### src/rtl/adc_event_reader.sv
// Event queue on the consumer side of the ADC event detector: buffers strobed
// events with their sequence numbers, tracks drops and sequence gaps, raises irq.
module adc_event_reader #(
  parameter int DEPTH     = 8,
  parameter int IRQ_LEVEL = 1
) (
  input  logic                       clk,
  input  logic                       rst,
  input  logic [9:0]                 adc_event,
  input  logic [5:0]                 adc_event_seq,
  input  logic                       adc_event_intr,
  input  logic                       rd_req,
  output logic [15:0]                rd_data,
  output logic                       rd_valid,
  output logic [$clog2(DEPTH):0]     fifo_count,
  output logic                       fifo_empty,
  output logic                       fifo_full,
  output logic [7:0]                 ovf_cnt,
  output logic                       seq_err,
  input  logic                       irq_en,
  input  logic                       clr_err,
  output logic                       irq,
  output logic                       seq_track_dbg
);

  localparam int AW = $clog2(DEPTH);
  localparam int CW = AW + 1;

  typedef enum logic {SEQ_IDLE = 1'b0, SEQ_TRACK = 1'b1} seq_state_t;

  logic [15:0]   mem [DEPTH];
  logic [AW-1:0] wr_ptr;
  logic [AW-1:0] rd_ptr;
  logic [CW-1:0] count;
  logic [5:0]    last_seq;
  seq_state_t    seq_state;

  logic push;
  logic pop;
  logic drop;
  logic gap;

  // Read port: rd_req is a request with no ready/backpressure; it is honoured
  // only when an entry is stored, and the popped entry is presented one cycle
  // later as a single-cycle rd_valid pulse. rd_data holds between pulses.
  assign fifo_empty = (count == '0);
  assign fifo_full  = (count == CW'(DEPTH));
  assign fifo_count = count;
  assign pop        = rd_req && !fifo_empty;
  assign push       = adc_event_intr && (!fifo_full || pop);
  assign drop       = adc_event_intr && !push;
  assign gap        = adc_event_intr && (seq_state == SEQ_TRACK) &&
                      (adc_event_seq != 6'(last_seq + 6'd1));
  assign seq_track_dbg = (seq_state == SEQ_TRACK);

  // Storage has no reset; validity is tracked entirely by the pointers.
  always_ff @(posedge clk) begin
    if (push) mem[wr_ptr] <= {adc_event_seq, adc_event};
  end

  always_ff @(posedge clk) begin
    if (rst) begin
      wr_ptr   <= '0;
      rd_ptr   <= '0;
      count    <= '0;
      rd_data  <= '0;
      rd_valid <= 1'b0;
    end else begin
      rd_valid <= pop;
      if (pop) begin
        rd_data <= mem[rd_ptr];
        rd_ptr  <= rd_ptr + 1'b1;
      end
      if (push) wr_ptr <= wr_ptr + 1'b1;
      case ({push, pop})
        2'b10:   count <= count + 1'b1;
        2'b01:   count <= count - 1'b1;
        default: count <= count;
      endcase
    end
  end

  // Error tracking: a new drop or gap in the same cycle as clr_err wins.
  always_ff @(posedge clk) begin
    if (rst) begin
      ovf_cnt   <= '0;
      seq_err   <= 1'b0;
      last_seq  <= '0;
      seq_state <= SEQ_IDLE;
    end else begin
      if (drop) begin
        if (clr_err)              ovf_cnt <= 8'd1;
        else if (ovf_cnt != 8'hff) ovf_cnt <= ovf_cnt + 8'd1;
      end else if (clr_err) begin
        ovf_cnt <= '0;
      end
      seq_err <= (seq_err && !clr_err) || gap;
      if (adc_event_intr) last_seq <= adc_event_seq;
      if (clr_err)             seq_state <= SEQ_IDLE;
      else if (adc_event_intr) seq_state <= SEQ_TRACK;
    end
  end

  always_ff @(posedge clk) begin
    if (rst) irq <= 1'b0;
    else     irq <= irq_en && ((count >= CW'(IRQ_LEVEL)) || seq_err || (ovf_cnt != 8'd0));
  end

endmodule

### config.mk
export PLATFORM = sky130hd
export DESIGN_NAME = adc_event_reader
export DESIGN_NICKNAME = d
export VERILOG_FILES = /design/src/rtl/adc_event_reader.sv
export SDC_FILE = /design/constraint.sdc
export NUM_CORES = 1
export LEC_CHECK = 0
export CAP_MARGIN = 15
export CORE_AREA = 2 2 121 123
export DETAILED_ROUTE_END_ITERATION = 8
export DIE_AREA = 0 0 123 125
export GPL_TIMING_DRIVEN = 0
export PLACE_DENSITY = 0.76
export SLEW_MARGIN = 10
export SYNTH_ARGS = -nofsm -noshare
export SYNTH_HDL_FRONTEND = slang
export SYNTH_SLANG_ARGS = --single-unit
### constraint.sdc
create_clock -name clk -period 8.5 [get_ports clk]
set_input_delay 1.275 -clock clk [delete_from_list [all_inputs] [get_ports clk]]
set_output_delay 1.275 -clock clk [all_outputs]
set_load 0.02 [all_outputs]
=== Word level (Yosys, flattened, before mapping) ===
Memory sizes are Yosys's and may differ from the RTL's. A register that Yosys moved wholly into a read port is not among the register bits.
Cells that the tools add are included.

* Memories: 1
* Memory bits (writable): 128
* Input port bits: 22
* Bits in registers: 28
* Output and inout port bits: 34

{| class="wikitable"
|+ Memory list
! name !! words !! bits a word !! rd ports !! clocked after Yosys merged registers in !! wr ports !! RTL line !! RTL
|-
| mem || 8 || 16 || 1 || 1 || 1 || 31 || <nowiki>logic [15:0] mem [DEPTH];</nowiki>
|}

* Add/subtract/negate cells: 6
* Mux-type cells: 7
* Reduce and logical (&&, ||, !) cells: 22
* Magnitude comparators: 1
* Eq/ne operators: 5

{| class="wikitable"
|+ Operators by type and width
! operator !! count
|-
| $mux W8 || 4
|-
| $add A8 B1 Y8 const B || 1
|-
| $ne A8 B8 Y1 const B || 1
|-
| $pmux W4 S2 || 1
|-
| $reduce_bool A8 Y1 || 1
|-
| $logic_and A1 B1 Y1 || 7
|-
| $add A3 B1 Y3 const B || 2
|-
| $add A6 B1 Y6 const B || 1
|-
| $ne A6 B6 Y1 || 1
|-
| $reduce_bool A2 Y1 || 3
|-
| $add A4 B1 Y4 const B || 1
|-
| $eq A4 B4 Y1 const B || 1
|-
| $ge A4 B1 Y1 const B || 1
|-
| $logic_not A1 Y1 || 4
|-
| $logic_not A4 Y1 || 1
|-
| $logic_or A1 B1 Y1 || 4
|-
| $sub A4 B1 Y4 const B || 1
|-
| $eq A2 B1 Y1 const B || 1
|-
| $eq A2 B2 Y1 const B || 1
|-
| $mux W1 || 2
|-
| $reduce_and A2 Y1 || 1
|-
| $reduce_or A2 Y1 || 1
|}

=== Logic depth before layout (Yosys ltp) ===
Gate-level depths: netlist of run 1.

* Word-level depth: 9
* Gate-level depth with buffers: 9

=== Least setup slack after synthesis of run 1 ===
OpenSTA, ideal clock, no wires.

* Path kind: input port to flip-flop
* Start: in rd_req
* End: mem mem[0][0], enable pin
* Arrival time: 3.354 ns
* Path slack: 4.716 ns
* Stages on the path: 3
* Data required time: 8.070 ns
* Cell sequence: clkbuf_1 o21ai_1 nor4_1

* Cells in the longest elaborated chain, start to end: 5

{| class="wikitable"
|+ RTL lines
! item !! RTL line !! RTL
|-
| start, declared || 12 || <nowiki>input logic rd_req,</nowiki>
|-
| $logic_and A1 B1 Y1 || 49 || <nowiki>assign pop = rd_req && !fifo_empty;</nowiki>
|-
| $logic_or A1 B1 Y1 || 50 || <nowiki>assign push = adc_event_intr && (!fifo_full || pop);</nowiki>
|-
| $logic_and A1 B1 Y1 || 50 ||
|-
| $mux W1 || 58 || <nowiki>if (push) mem[wr_ptr] <= {adc_event_seq, adc_event};</nowiki>
|-
| $mux W1 (not written as such) || 58 ||
|-
| end, declared || 31 ||
|}

No other way between the ends.

=== Worst setup path in the final report of run 1 ===
* Start: reg count[1] (netlist: fifo_count[1])
* End: out fifo_empty

* Cells in the longest elaborated chain, start to end: 1

{| class="wikitable"
|+ RTL lines
! item !! RTL line !! RTL
|-
| start, declared || 34 || <nowiki>logic [CW-1:0] count;</nowiki>
|-
| start signal, assigned || 76 || <nowiki>2'b10: count <= count + 1'b1;</nowiki>
|-
| start signal, assigned || 77 || <nowiki>2'b01: count <= count - 1'b1;</nowiki>
|-
| start signal, assigned || 78 || <nowiki>default: count <= count;</nowiki>
|-
| $logic_not A4 Y1 || 46 || <nowiki>assign fifo_empty = (count == '0);</nowiki>
|-
| end, declared || 16 || <nowiki>output logic fifo_empty,</nowiki>
|}

No other way between the ends.

==> impl_metrics.tcl, run 1 <==
set metrics [dict create \
    htreeDepth 4 \
    relSlewSlack 0.360 \
    dp_cells 679 \
    hp-class "register to register" \
    initial_core_util 0.485 \
    dr.first_iter.drc_count 361 \
    yosys_warnings 0 \
    grt_pass1_vias 4168 \
    clock-skew-final_ns 0.00592 \
    p_switching_uw 551 \
    grt.met3_usage 0.0502 \
    cts-buffers-inserted 17 \
    layoutNonFillerInstCount 711 \
    synth_area_leader_cell "edfxtp_1" \
    slew_viol_final 0 \
    cp.required_ns 7.22 \
    grt-busiest-layer "met2" \
    rsz0062_at_grt "no" \
    syn_nets 461 \
    p_seq_frac 0.462 \
    clkSlewWorstSetupHoldPaths_ns 0.07 \
    rows 44 \
    numClockSinks 172 \
    async_flop_share 0 \
    crit_family "buffers and inverters" \
    vdd_drop_max_mv 0.169 \
    cap_violations 0 \
    vias 4062 \
    globalRoute.totalOverflow 0 \
    synth-seq-cells 172 \
    tightest_slew_ns 0.955 \
    most-common-layout-cells "edfxtp_1 (128), clkdlybuf4s50_1 (54), dfxtp_1 (44)" \
    cp-start-kind "register" \
    endpoint_kind "primary output" \
    combPwrFrac 0.176 \
    slowest_delay_ns 0.59 \
    drtPass1Iterations 7 \
    seqCellArea_um2 4720 \
    synth.avg_cell_area_um2 16.0 \
    nets 544 \
    cellPowerDensity_nw_per_um2 252 \
    die_area_um2 15400 \
    cts_resized 0 \
    ys.flop_type "edfxtp_1" \
    final_common_cell "edfxtp_1" \
    crit_buf_inv 4 \
    area_delta_synth_final_pct 21.8 \
    synth_area_leaders "edfxtp_1 (56%), dfxtp_1 (13%), mux4_2 (10%)" \
    period_needed_ns 3.66 \
    multi_input_area_um2 2040 \
    die_y_um 125 \
    cp.arrival_ns 2.38 \
    holdWs_ns 0.498 \
    period_share 0.430 \
    viasPerCell 5.71 \
    fmaxAchievable_mhz 273 \
    wirelength_mm 14.6 \
    cts_tree "done" \
    fin_tns_setup_ns 0 \
    gp_congestion 0.852 \
    post_cts_buffers 0 \
    switching_share 0.260 \
    top_level_ports 56 \
    syn_inst 431 \
    worstPathMaxFanout 7 \
    drive_above_1_share 0.182 \
    antenna_found_initial 0 \
    synth_top_area_frac 0.558 \
    path_cells "inv_1, ha_1, or3b_1, buf_2, inv_1, clkdlybuf4s50_1" \
    portBuffers 54 \
    timing.critical_path.mode_cell "inv_1" \
    clkLatencyLatePin_ns 0.43 \
    grt_pass1_wl_mm 22.8 \
    status "finished, final reports clean" \
    p_int_mw 1.56 \
    synth_enable_flop_cells 128 \
    dieWidth_um 123 \
    fillers 1072 \
    crit_slowest_cell "clkdlybuf4s50_1" \
    antenna_left 0 \
    grtUsageTotal 0.203 \
    p_clk_frac 0.362 \
    finalSetupViolations 0 \
    core_area_um2 14200 \
    p_leak_nw 2.74 \
    final_hold_viol_count 0 \
    cts-root-buf "clkbuf_16" \
    dp_hpwl_mm 9.87 \
    yosysSeqAreaShare 0.686 \
    wire_per_inst_um 20.6 \
    clockBufferDepth 2 \
    grt_use_met2 0.347 \
    gr-usage-met1 0.256 \
    postCtsHoldBufs 0 \
    drc 0 \
    ys_types 48 \
    synth_area_um2 6880 \
    grt_start_max_net_pins 17 \
    path_class "register to primary output" \
    diodes 0 \
]
synth_stat cells (all sizes together) (2+ instances only):
library cell,number
nand4,3
inv,13
edfxtp,128
nor2,40
buf,14
a31oi,3
clkbuf,9
ha,8
nand2,11
nor3,8
o211ai,3
mux2i,24
mux2,2
xnor2,7
mux4,32
o21a,2
o21ai,5
nand2b,3
a21oi,11
nor2b,4
o31ai,3
a211oi,18
or3,5
dfxtp,44
a311oi,2
nand3,6
xor2,3
nor4,2
and3,2
o32a,2
metal layers:
layer / wire (µm) / part of all wire
met5: 0 / 0
met4: 194 / 0.013
met3: 753 / 0.051
met2: 7740 / 0.53
met1: 5950 / 0.41
worst register-to-register path, delay by kind of cell, from the launching register on:
kind / cells / cell delay, ns
AO/OA/AOI/OAI: 1 / 0.28
adder cells (fa/ha/maj): 1 / 0.27
AND/OR/NAND/NOR: 2 / 1.08
buffers and inverters: 2 / 0.44
flip-flops: 1 / 0.50
power groups by stage:
stage	logic [mW]	clock network, mW	registers [mW]
4_1_cts	0.376	0.776	0.977
3_5_place_dp	0.374	0	0.995
5_1_grt	0.402	0.809	0.981
3_3_place_gp	0.358	0	0.992
6_report	0.373	0.765	0.977
2_1_floorplan	0.213	0	1.01
through the flow:
step / instance area, µm² / setup WS (ns) / power, mW / utilization
after global placement: 7650 / 2.68 / 1.35 / 0.539
after detailed placement: 7800 / 4.53 / 1.37 / 0.549
after global routing: 8380 / 4.75 / 2.19 / 0.590
final: 8380 / 4.84 / 2.12 / 0.590
after floorplan: 6880 / 4.72 / 1.23 / -
after CTS: 8380 / 4.84 / 2.13 / 0.590
path summary, 6_finish.rpt:
kind | start | slack, ns | end | cells past startpoint
worst min register to register | rd_data[11] | 0.50 | rd_data[11] | 2
worst max-delay path | fifo_count[1] | 4.84 | fifo_empty | 6
worst min-delay path | rd_data[11] | 0.50 | rd_data[11] | 2
worst max register to register | fifo_count[0] | 5.63 | mem[3][2] | 6
final cells by class:
cell class | count | area share
clock buffers | 18 | 0.0512
inverters | 13 | 0.00582
plain buffers | 23 | 0.0125
repair buffers | 64 | 0.0775
flip-flops and latches | 172 | 0.564
clock inverters | 14 | 0.0187
well taps | 184 | 0.0275
multi-input cells | 223 | 0.243
flip-flops by register name, summed over array words and instances (netlist names), 3 cells and up:
signal and flops:
fifo_count 4, rd_data 16, rd_ptr 3, last_seq 6, ovf_cnt 8, mem 128, wr_ptr 3
cells by family (layout without fill, tap and decap cells):
group,Yosys count,count (layout),synth area share
buffers and inverters,36,132,0.0224
AOI/OAI and AO/OA,54,54,0.0553
DFF,172,172,0.686
adders and majority gates,8,8,0.0145
and+or+nand+nor,93,93,0.0660
xor gates and xnor gates,10,10,0.0127
muxes,58,58,0.143
(Power assumes the default switching activity.)
==> run 2, diff against run 1 <==
- clock period: 8.5 -> 3.5 ns (I/O delays scaled with it)
==> results of run 2 <==
The final DEF is identical to that of run 1. Status: finished, final reports clean.
Among the figures that moved: setup slack after placement 4.53 ns -> 0.277 ns; setup slack after layout 4.84 ns -> 0.591 ns; register-to-register setup slack 5.63 ns -> 0.63 ns; total power 2.12 mW -> 5.14 mW; worst IR drop on VDD 0.169 mV -> 0.411 mV
==> run 3, diff against run 2 <==
- clock period: 3.5 -> 2.9 ns (I/O delays scaled with it)
==> run 3 against run 2 <==
Against the previous run:
- the flow now finishes with violations (setup timing)
- total power increased by 20%
- sequential power increased by 21%
- cell count fell by 0.28%
- sequential cell count unchanged
- setup slack worse by 0.60 ns
- clock power rose by 18%
- largest cell class unchanged
- largest power group unchanged
- highest routed layer unchanged
==> impl_metrics.tcl, run 3 (synthesis results as in run 1) <==
set metrics [dict create \
    cp.arrival_ns 3.02 \
    antenna_left 0 \
    final_common_cell "edfxtp_1" \
    wirelength_mm 14.6 \
    globalRoute.totalOverflow 0 \
    clock-skew-final_ns 0.00777 \
    endpoint_kind "register" \
    violations "setup timing" \
    vias 4007 \
    drive_above_1_share 0.177 \
    path_class "register to register" \
    antenna_found_initial 0 \
    numClockSinks 172 \
    postCtsHoldBufs 0 \
    tightest_slew_ns 0.988 \
    core_area_um2 14200 \
    portBuffers 54 \
    period_needed_ns 2.91 \
    p_leak_nw 2.72 \
    area_delta_synth_final_pct 21.8 \
    cts-buffers-inserted 17 \
    dp_cells 678 \
    most-common-layout-cells "edfxtp_1 (128), clkdlybuf4s50_1 (53), dfxtp_1 (44)" \
    clkSlewWorstSetupHoldPaths_ns 0.06 \
    clkLatencyLatePin_ns 0.42 \
    initial_core_util 0.485 \
    cp.required_ns 3.01 \
    multi_input_area_um2 2060 \
    cts-root-buf "clkbuf_16" \
    dr.first_iter.drc_count 374 \
    top_register "mem" \
    final_hold_viol_count 0 \
    clockBufferDepth 2 \
    grt_pass1_wl_mm 22.7 \
    relSlewSlack 0.337 \
    gp_congestion 0.869 \
    rows 44 \
    worst-r2r-setup-slack_ns -0.006 \
    fmaxAchievable_mhz 344 \
    grt_start_max_net_pins 17 \
    p_total_mw 6.14 \
    grtUsageTotal 0.204 \
    top_level_ports 56 \
    slew_viol_final 0 \
    viasPerCell 5.65 \
    layoutNonFillerInstCount 709 \
    rsz0062_at_grt "yes" \
    fin_ws_ns -0.00565 \
    dp_hpwl_mm 9.75 \
    die_area_um2 15400 \
    seqCellArea_um2 4720 \
    hp-class "input port to register" \
    finalSetupViolations 4 \
    worstPathMaxFanout 9 \
    fillers 1056 \
    pre_cts_ws_ns -0.296 \
    cts_tree "done" \
    diodes 0 \
    drc 0 \
    htreeDepth 4 \
    dieWidth_um 123 \
    post_cts_buffers 0 \
    drtPass1Iterations 5 \
    largest_reg_flops 128 \
    period_share 1.00 \
    grt_pass1_vias 4040 \
    wire_per_inst_um 20.7 \
    die_y_um 125 \
    cellPowerDensity_nw_per_um2 733 \
    cap_violations 0 \
    cp-start-kind "register" \
    reg_top3 "mem (128), rd_data (16), ovf_cnt (8)" \
    nets 543 \
    status "complete, but fails checks" \
    fin_tns_setup_ns -0.0156 \
    vdd_drop_max_mv 0.441 \
]
-- run 3: cell count changes in the layout (fill, tap and decap cells not counted), sizes merged --
cell / before / now
inv: 20 / 16
clkinvlp: 1 / 3
buf: 24 / 23
clkdlybuf4s50: 54 / 53
clkinv: 4 / 5
dlymetal6s2s: 0 / 1
-- run 3: area by class of cell --
class	instances	share of cell area
multi-input cells	223	0.246
plain buffers	23	0.0125
repair buffers	63	0.0769
clock buffers	18	0.0512
inverters	13	0.00582
clock inverters	13	0.0169
flip-flops and latches	172	0.563
well taps	184	0.0275
-- run 3: stage by stage --
step                utilization  hold WS (ns)  instance area, µm²
floorplan                     -         0.479                6890
global placement          0.539         0.493                7660
finish                    0.590         0.452                8380
detailed placement        0.549         0.494                7800
global route              0.590         0.467                8380
CTS                       0.590         0.428                8380
-- run 3: worst max-delay path, cell delays in order (launching register included) --
cell and delay (ns):
dfxtp_1 0.49, inv_1 0.15, ha_1 0.27, nand3b_1 0.21, o21ai_1 0.33, nor3_2 0.81
buf_4 0.34
-- run 3: path summary, 6_finish.rpt --
path	start	to	cells after the start
setup / recovery	fifo_count[1]	mem[1][14]	6
hold / removal	adc_event_intr	fifo_count[1]	3
setup reg to reg	fifo_count[1]	mem[1][14]	6
hold reg to reg	rd_data[10]	rd_data[10]	2
-- run 3: per-layer routing --
metal / share of wire / wire length, µm / GRT usage / vias up
met3: 0.044 / 641 / 0.0415 / 13
li1: - / - / - / 1837
met4: 0.010 / 151 / 0.0642 / 0
met2: 0.53 / 7830 / 0.338 / 117
met5: 0 / 0 / 0 / -
met1: 0.41 / 6030 / 0.270 / 2040
-- run 3: power breakdown --
group          switching, mW  leakage (nW)  internal (mW)  total, mW
combinational          0.572         0.926          0.515       1.09
sequential            0.0891          1.52           2.78       2.87
clock                  0.918         0.270           1.27       2.19
-- run 3: timing repair --
item                       in CTS  in global routing
setup endpoints to repair       9                 23
resized for setup               1                  2
pin swaps                       0                  0
